--- src/rtl/serial_adder_nbit.sv ---
// Multi-cycle adder: WIDTH-bit operands summed DIGIT bits per clock with a registered inter-digit carry.
// Optional macro SERIAL_ADDER_SUBTRACT_EN adds the Sub input and the Overflow output.
module serial_adder_nbit #(
   parameter int WIDTH = 16,
   parameter int DIGIT = 4
) (
   input  logic             clk,
   input  logic             reset,
   input  logic             Start,
   input  logic [WIDTH-1:0] A,
   input  logic [WIDTH-1:0] B,
   input  logic             Cin,
`ifdef SERIAL_ADDER_SUBTRACT_EN
   input  logic             Sub,
   output logic             Overflow,
`endif
   output logic             Busy,
   output logic             Done,
   output logic [WIDTH-1:0] Sum,
   output logic             Carry
);

   localparam int NDIG = WIDTH / DIGIT;
   localparam int CW   = (NDIG > 1) ? $clog2(NDIG) : 1;

   generate
      if (DIGIT < 1 || DIGIT > WIDTH || (WIDTH % DIGIT) != 0) begin : g_bad_digit
         $error("serial_adder_nbit: DIGIT must be in 1..WIDTH and divide WIDTH");
      end
   endgenerate

   typedef enum logic [1:0] {IDLE, RUN, DONE} state_t;

   state_t           state, state_nxt;
   logic [WIDTH-1:0] a_sh, b_sh, psum, psum_nxt;
   logic             carry_r;
   logic [CW-1:0]    cnt;
   logic [DIGIT-1:0] dsum;
   logic             dcarry;
   logic             last;

   assign last = (cnt == CW'(NDIG - 1));
   assign Busy = (state != IDLE);
   assign Done = (state == DONE);

   always_ff @(posedge clk) begin
      if (reset) state <= IDLE;
      else       state <= state_nxt;
   end

   always_comb begin
      state_nxt = state;
      case (state)
         IDLE:    if (Start) state_nxt = RUN;
         RUN:     if (last)  state_nxt = DONE;
         DONE:    state_nxt = IDLE;
         default: state_nxt = IDLE;
      endcase
   end

   // One digit slice; the result lands in the partial sum at the current digit slot.
   always_comb begin
      {dcarry, dsum} = {1'b0, a_sh[DIGIT-1:0]} + {1'b0, b_sh[DIGIT-1:0]}
                       + (DIGIT+1)'(carry_r);
      psum_nxt = psum;
      psum_nxt[cnt*DIGIT +: DIGIT] = dsum;
   end

`ifdef SERIAL_ADDER_SUBTRACT_EN
   logic a_msb, b_msb;
`endif

   always_ff @(posedge clk) begin
      if (reset) begin
         a_sh    <= '0;
         b_sh    <= '0;
         psum    <= '0;
         carry_r <= 1'b0;
         cnt     <= '0;
         Sum     <= '0;
         Carry   <= 1'b0;
`ifdef SERIAL_ADDER_SUBTRACT_EN
         a_msb    <= 1'b0;
         b_msb    <= 1'b0;
         Overflow <= 1'b0;
`endif
      end else begin
         case (state)
            IDLE: if (Start) begin
               a_sh <= A;
               cnt  <= '0;
               psum <= '0;
`ifdef SERIAL_ADDER_SUBTRACT_EN
               // Subtract as A + ~B + 1; Cin is irrelevant in that mode.
               b_sh    <= Sub ? ~B : B;
               carry_r <= Sub ? 1'b1 : Cin;
               a_msb   <= A[WIDTH-1];
               b_msb   <= Sub ? ~B[WIDTH-1] : B[WIDTH-1];
`else
               b_sh    <= B;
               carry_r <= Cin;
`endif
            end
            RUN: begin
               a_sh    <= a_sh >> DIGIT;
               b_sh    <= b_sh >> DIGIT;
               carry_r <= dcarry;
               cnt     <= cnt + CW'(1);
               psum    <= psum_nxt;
               if (last) begin
                  Sum   <= psum_nxt;
                  Carry <= dcarry;
`ifdef SERIAL_ADDER_SUBTRACT_EN
                  Overflow <= (a_msb == b_msb) && (psum_nxt[WIDTH-1] != a_msb);
`endif
               end
            end
            default: ;
         endcase
      end
   end

endmodule

--- config.mk ---
export PLATFORM = sky130hd
export DESIGN_NAME = serial_adder_nbit
export DESIGN_NICKNAME = d
export VERILOG_FILES = /design/src/rtl/serial_adder_nbit.sv
export SDC_FILE = /design/constraint.sdc
export NUM_CORES = 1
export LEC_CHECK = 0
export BUFFER_PORTS_ARGS = -buffer_cell sky130_fd_sc_hd__buf_2
export CORE_UTILIZATION = 45
export CTS_CLUSTER_SIZE = 20
export DETAILED_ROUTE_END_ITERATION = 10
export HOLD_SLACK_MARGIN = 0.15
export PLACE_DENSITY = 0.64
export SYNTH_ARGS = -nofsm -noshare
export SYNTH_HDL_FRONTEND = slang
export SYNTH_SLANG_ARGS = --single-unit
--- constraint.sdc ---
create_clock -name clk -period 2 [get_ports clk]
set_input_delay 0.2 -clock clk [delete_from_list [all_inputs] [get_ports clk]]
set_output_delay 0.2 -clock clk [all_outputs]
set_load 0.005 [all_outputs]
==> impl_metrics.ini <==
[critical_path]
rr_worst_depth = 8
cp-start-kind = flip-flop
r2r_end = psum[13]$_SDFFE_PP0P_
worstPathMaxFanout = 2
cp-end-kind = flip-flop
crit_type = flip-flop to flip-flop
crit_required_ps = 2280
timing.reg2reg.setup_slack_ps = 60
regToRegStartpoint = a_sh[0]$_SDFFE_PP0P_
cp.arrival_ps = 2220

[final_layout]
area_delta_synth_final_pct = 21.8
layout.cells.non_filler = 553
multiInputGateArea_um2 = 1840
fin_nets = 496
n_fill_cell = 690
seq_area_um2 = 1400
drive_above_1_share_pct = 27.1
diodes = 0

[logic_synthesis]
synth-seq-cells = 70
synth_top_family_by_area = compound AO/OA/AOI/OAI gates
yosysSeqAreaShare_pct = 41.6
synth_compound_area_share_pct = 27.0
synth_edf_count = 0
synth_warnings = 0
synth_xor_area_share_pct = 0.260
syn-mean-instance-area_um2 = 8.51
synthCells = 396
post_synth_fa_ha_maj_area_fraction_pct = 4.53
synth_nets = 443
ys.flop_type = dfxtp_1
synth_simple_gate_area_share_pct = 21.0
synth_cell_type_count = 41
syn_area_um2 = 3370
synth.area.mux_share_pct = 0.297
async_reset_ff_share_pct = 0

[sta]
timing_hold_violations_final = 0
fmax_mhz = 514
worst_slew_pin_slew_ps = 809
slew_violations = 0
period_share_pct = 97.2
finalClockSkew_ps = 11.2
max_slew_margin_pct = 45.7
final.setup.tns_ps = 0
fin_crit_ps = 1940
setup_viol = 0
rsz0062_at_grt = true

[power_and_ir_drop]
peakVddDrop_uv = 359
p_sw_share_pct = 24.6
internal_power_mw = 2.64
p_leak_nw = 1.71
powerDensity_nw_per_um2 = 853
seq_power_share_pct = 42.8
power.clock.fraction_pct = 43.0
p_comb_share_pct = 14.2
power_switching_mw = 0.861

[drt]
postRouteAntennaNets = 0
vias = 2991
via_per_inst = 5.41
drt-total-wl_mm = 8.46
drc_errors = 0
dr.pass1.iters = 4
wl_per_cell_um = 15.3
drt_iter0_markers = 235

[grt]
grt_usage_pct = 23.4
grt_pass1_vias = 2852
grt_pass1_wl_mm = 14.0
antenna_found_initial = 0
grt_overflow = 0
grt_max_degree = 57

[worst_hold_path]
hold_depth = 3
min_path_type = input port to flip-flop
min-delay-start = Cin
min_to = carry_r$_SDFFE_PP0P_

[place]
place_inst = 534
gp_congestion = 0.828
port_buffers = 54
place_hpwl_mm = 5.67

[die]
die_w_um = 88.5
die_y_um = 88.5
die-area_um2 = 7830
coreArea_um2 = 7250
start_util_pct = 46.4
io_pins = 55
row_count = 31

[status]
status = completed

[run]
cap_viol_max_count = 0

[clocking]
cts_tree = built
cts-root-buf = clkbuf_8
clock_sinks = 70
numCtsBuffers = 9
clkTransAtPathRegs_ps = 70
h-tree-depth = 3
clock_latency_ps = 350
cts_buffer_depth = 2
## routing by layer
| layer | track usage (%) | up-vias | routed length, µm |
|---|---|---|---|
| li1 | - | 1520 | - |
| met1 | 33.5 | 1385 | 4200 |
| met2 | 35.3 | 75 | 3710 |
| met3 | 3.92 | 11 | 419 |
| met4 | 8.80 | 0 | 133 |
| met5 | 0 | - | 0 |
## how the worst max path moves through the flow
stage | startpoint | endpoint | slack [ps]
6_report | a_sh[0]$_SDFFE_PP0P_ | psum[13]$_SDFFE_PP0P_ | 60
5_1_grt | a_sh[0]$_SDFFE_PP0P_ | psum[13]$_SDFFE_PP0P_ | -40
3_3_place_gp | a_sh[0]$_SDFFE_PP0P_ | Sum[5]$_SDFFE_PP0P_ | 30
4_1_cts | a_sh[0]$_SDFFE_PP0P_ | Sum[1]$_SDFFE_PP0P_ | 20
2_1_floorplan | a_sh[0]$_SDFFE_PP0P_ | Sum[5]$_SDFFE_PP0P_ | 100
3_5_place_dp | a_sh[0]$_SDFFE_PP0P_ | Sum[1]$_SDFFE_PP0P_ | -20
## what timing repair did
| action | CTS | global route |
|---|---|---|
| endpoints found under the hold margin | 3 | 0 |
| setup endpoints to repair | 7 | 16 |
| cloned | 0 | 0 |
| buffers inserted | 0 | 0 |
| pin swaps | 1 | 2 |
| resized for setup | 3 | 11 |
| hold buffers | 3 | 0 |
## logic make-up after synthesis
| group | count (synthesis) |
|---|---|
| AOI/OAI and AO/OA | 122 |
| xor gates and xnor gates | 1 |
| adders and majority gates | 11 |
| buffers and inverters | 44 |
| DFF | 70 |
| muxes | 1 |
| and+or+nand+nor | 147 |
## cell usage after synthesis, types with 2 or more instances
library cell,n,share of area [%]
nand3b_1,2,0.45
fa_1,2,1.2
a21oi_1,40,5.9
nor2b_1,36,6.7
a31oi_1,6,1.1
a2bb2oi_1,11,2.9
nor3_1,7,1.0
ha_1,9,3.3
nand3_1,4,0.59
o221a_2,24,8.0
buf_2,10,1.5
inv_1,13,1.4
a22oi_1,13,2.9
a221oi_1,4,1.0
o21ai_0,7,1.0
clkbuf_1,19,2.1
dfxtp_1,70,42
or2_2,2,0.37
a211oi_1,9,2.0
nand4_1,2,0.37
nor2_1,65,7.2
nand2b_1,5,0.93
nand2_1,18,2.0
## area by class of cell
type | instances | share of cell area [%]
tap | 99 | 3.02
sequential | 70 | 34.2
timing repair buffer | 72 | 10.2
clock buffer | 10 | 3.11
clock inverter | 6 | 3.26
inverter | 14 | 1.28
multi-input combinational | 282 | 44.9
## flip-flops by register name, indices dropped and copies added (netlist names)
| signal | flops |
|---|---|
| b_sh | 16 |
| a_sh | 16 |
| carry_r | 1 |
| Sum | 16 |
| Carry | 1 |
| state | 2 |
| psum | 16 |
| cnt | 2 |
## worst max-delay path: stages (launching register included)
cell	delay, ps
dfxtp_2	330
fa_2	390
inv_2	60
fa_1	440
buf_6	160
nor2_4	100
a31oi_2	110
a2bb2oi_1	170
nor2_1	120
## power by group through the flow
stage / sequential, mW / clock (mW) / combinational (mW)
after detailed placement: 1.53 / 0 / 0.452
final: 1.50 / 1.51 / 0.496
after global placement: 1.53 / 0 / 0.451
after CTS: 1.50 / 1.52 / 0.467
after floorplan: 1.52 / 0 / 0.326
after global routing: 1.51 / 1.59 / 0.545
## stage by stage
step                      total power, mW  util (%)  area (µm²)  setup WS, ps  hold WS, ps
after floorplan                      1.84         -        3370           101          348
final                                3.50      56.5        4100          55.0          157
after global routing                 3.64      56.5        4100         -43.2          183
after detailed placement             1.98      51.7        3750         -20.4          448
after global placement               1.98      51.7        3750          26.5          447
after CTS                            3.48      55.9        4050          22.2          150
## cells in the final DEF, fill, tap and decap left out, drive strengths merged, types with 2 or more instances in the layout
cell | netlist | layout
inv | 13 | 13
buf | 11 | 69
a31oi | 6 | 6
a211oi | 9 | 9
nand2 | 18 | 18
nand3 | 4 | 4
o21ai | 7 | 7
nand4 | 2 | 2
nor2b | 36 | 36
fa | 2 | 2
clkbuf | 19 | 10
a221oi | 4 | 4
ha | 9 | 9
a21oi | 40 | 40
bufinv | 0 | 4
or2 | 2 | 2
dlygate4sd3 | 0 | 3
dfxtp | 70 | 70
clkinv | 1 | 3
nor2 | 65 | 65
nand2b | 5 | 5
nor3 | 7 | 7
a2bb2oi | 11 | 11
o221a | 24 | 24
nand3b | 2 | 2
a22oi | 13 | 13
Power figures use the tool's default switching activity.
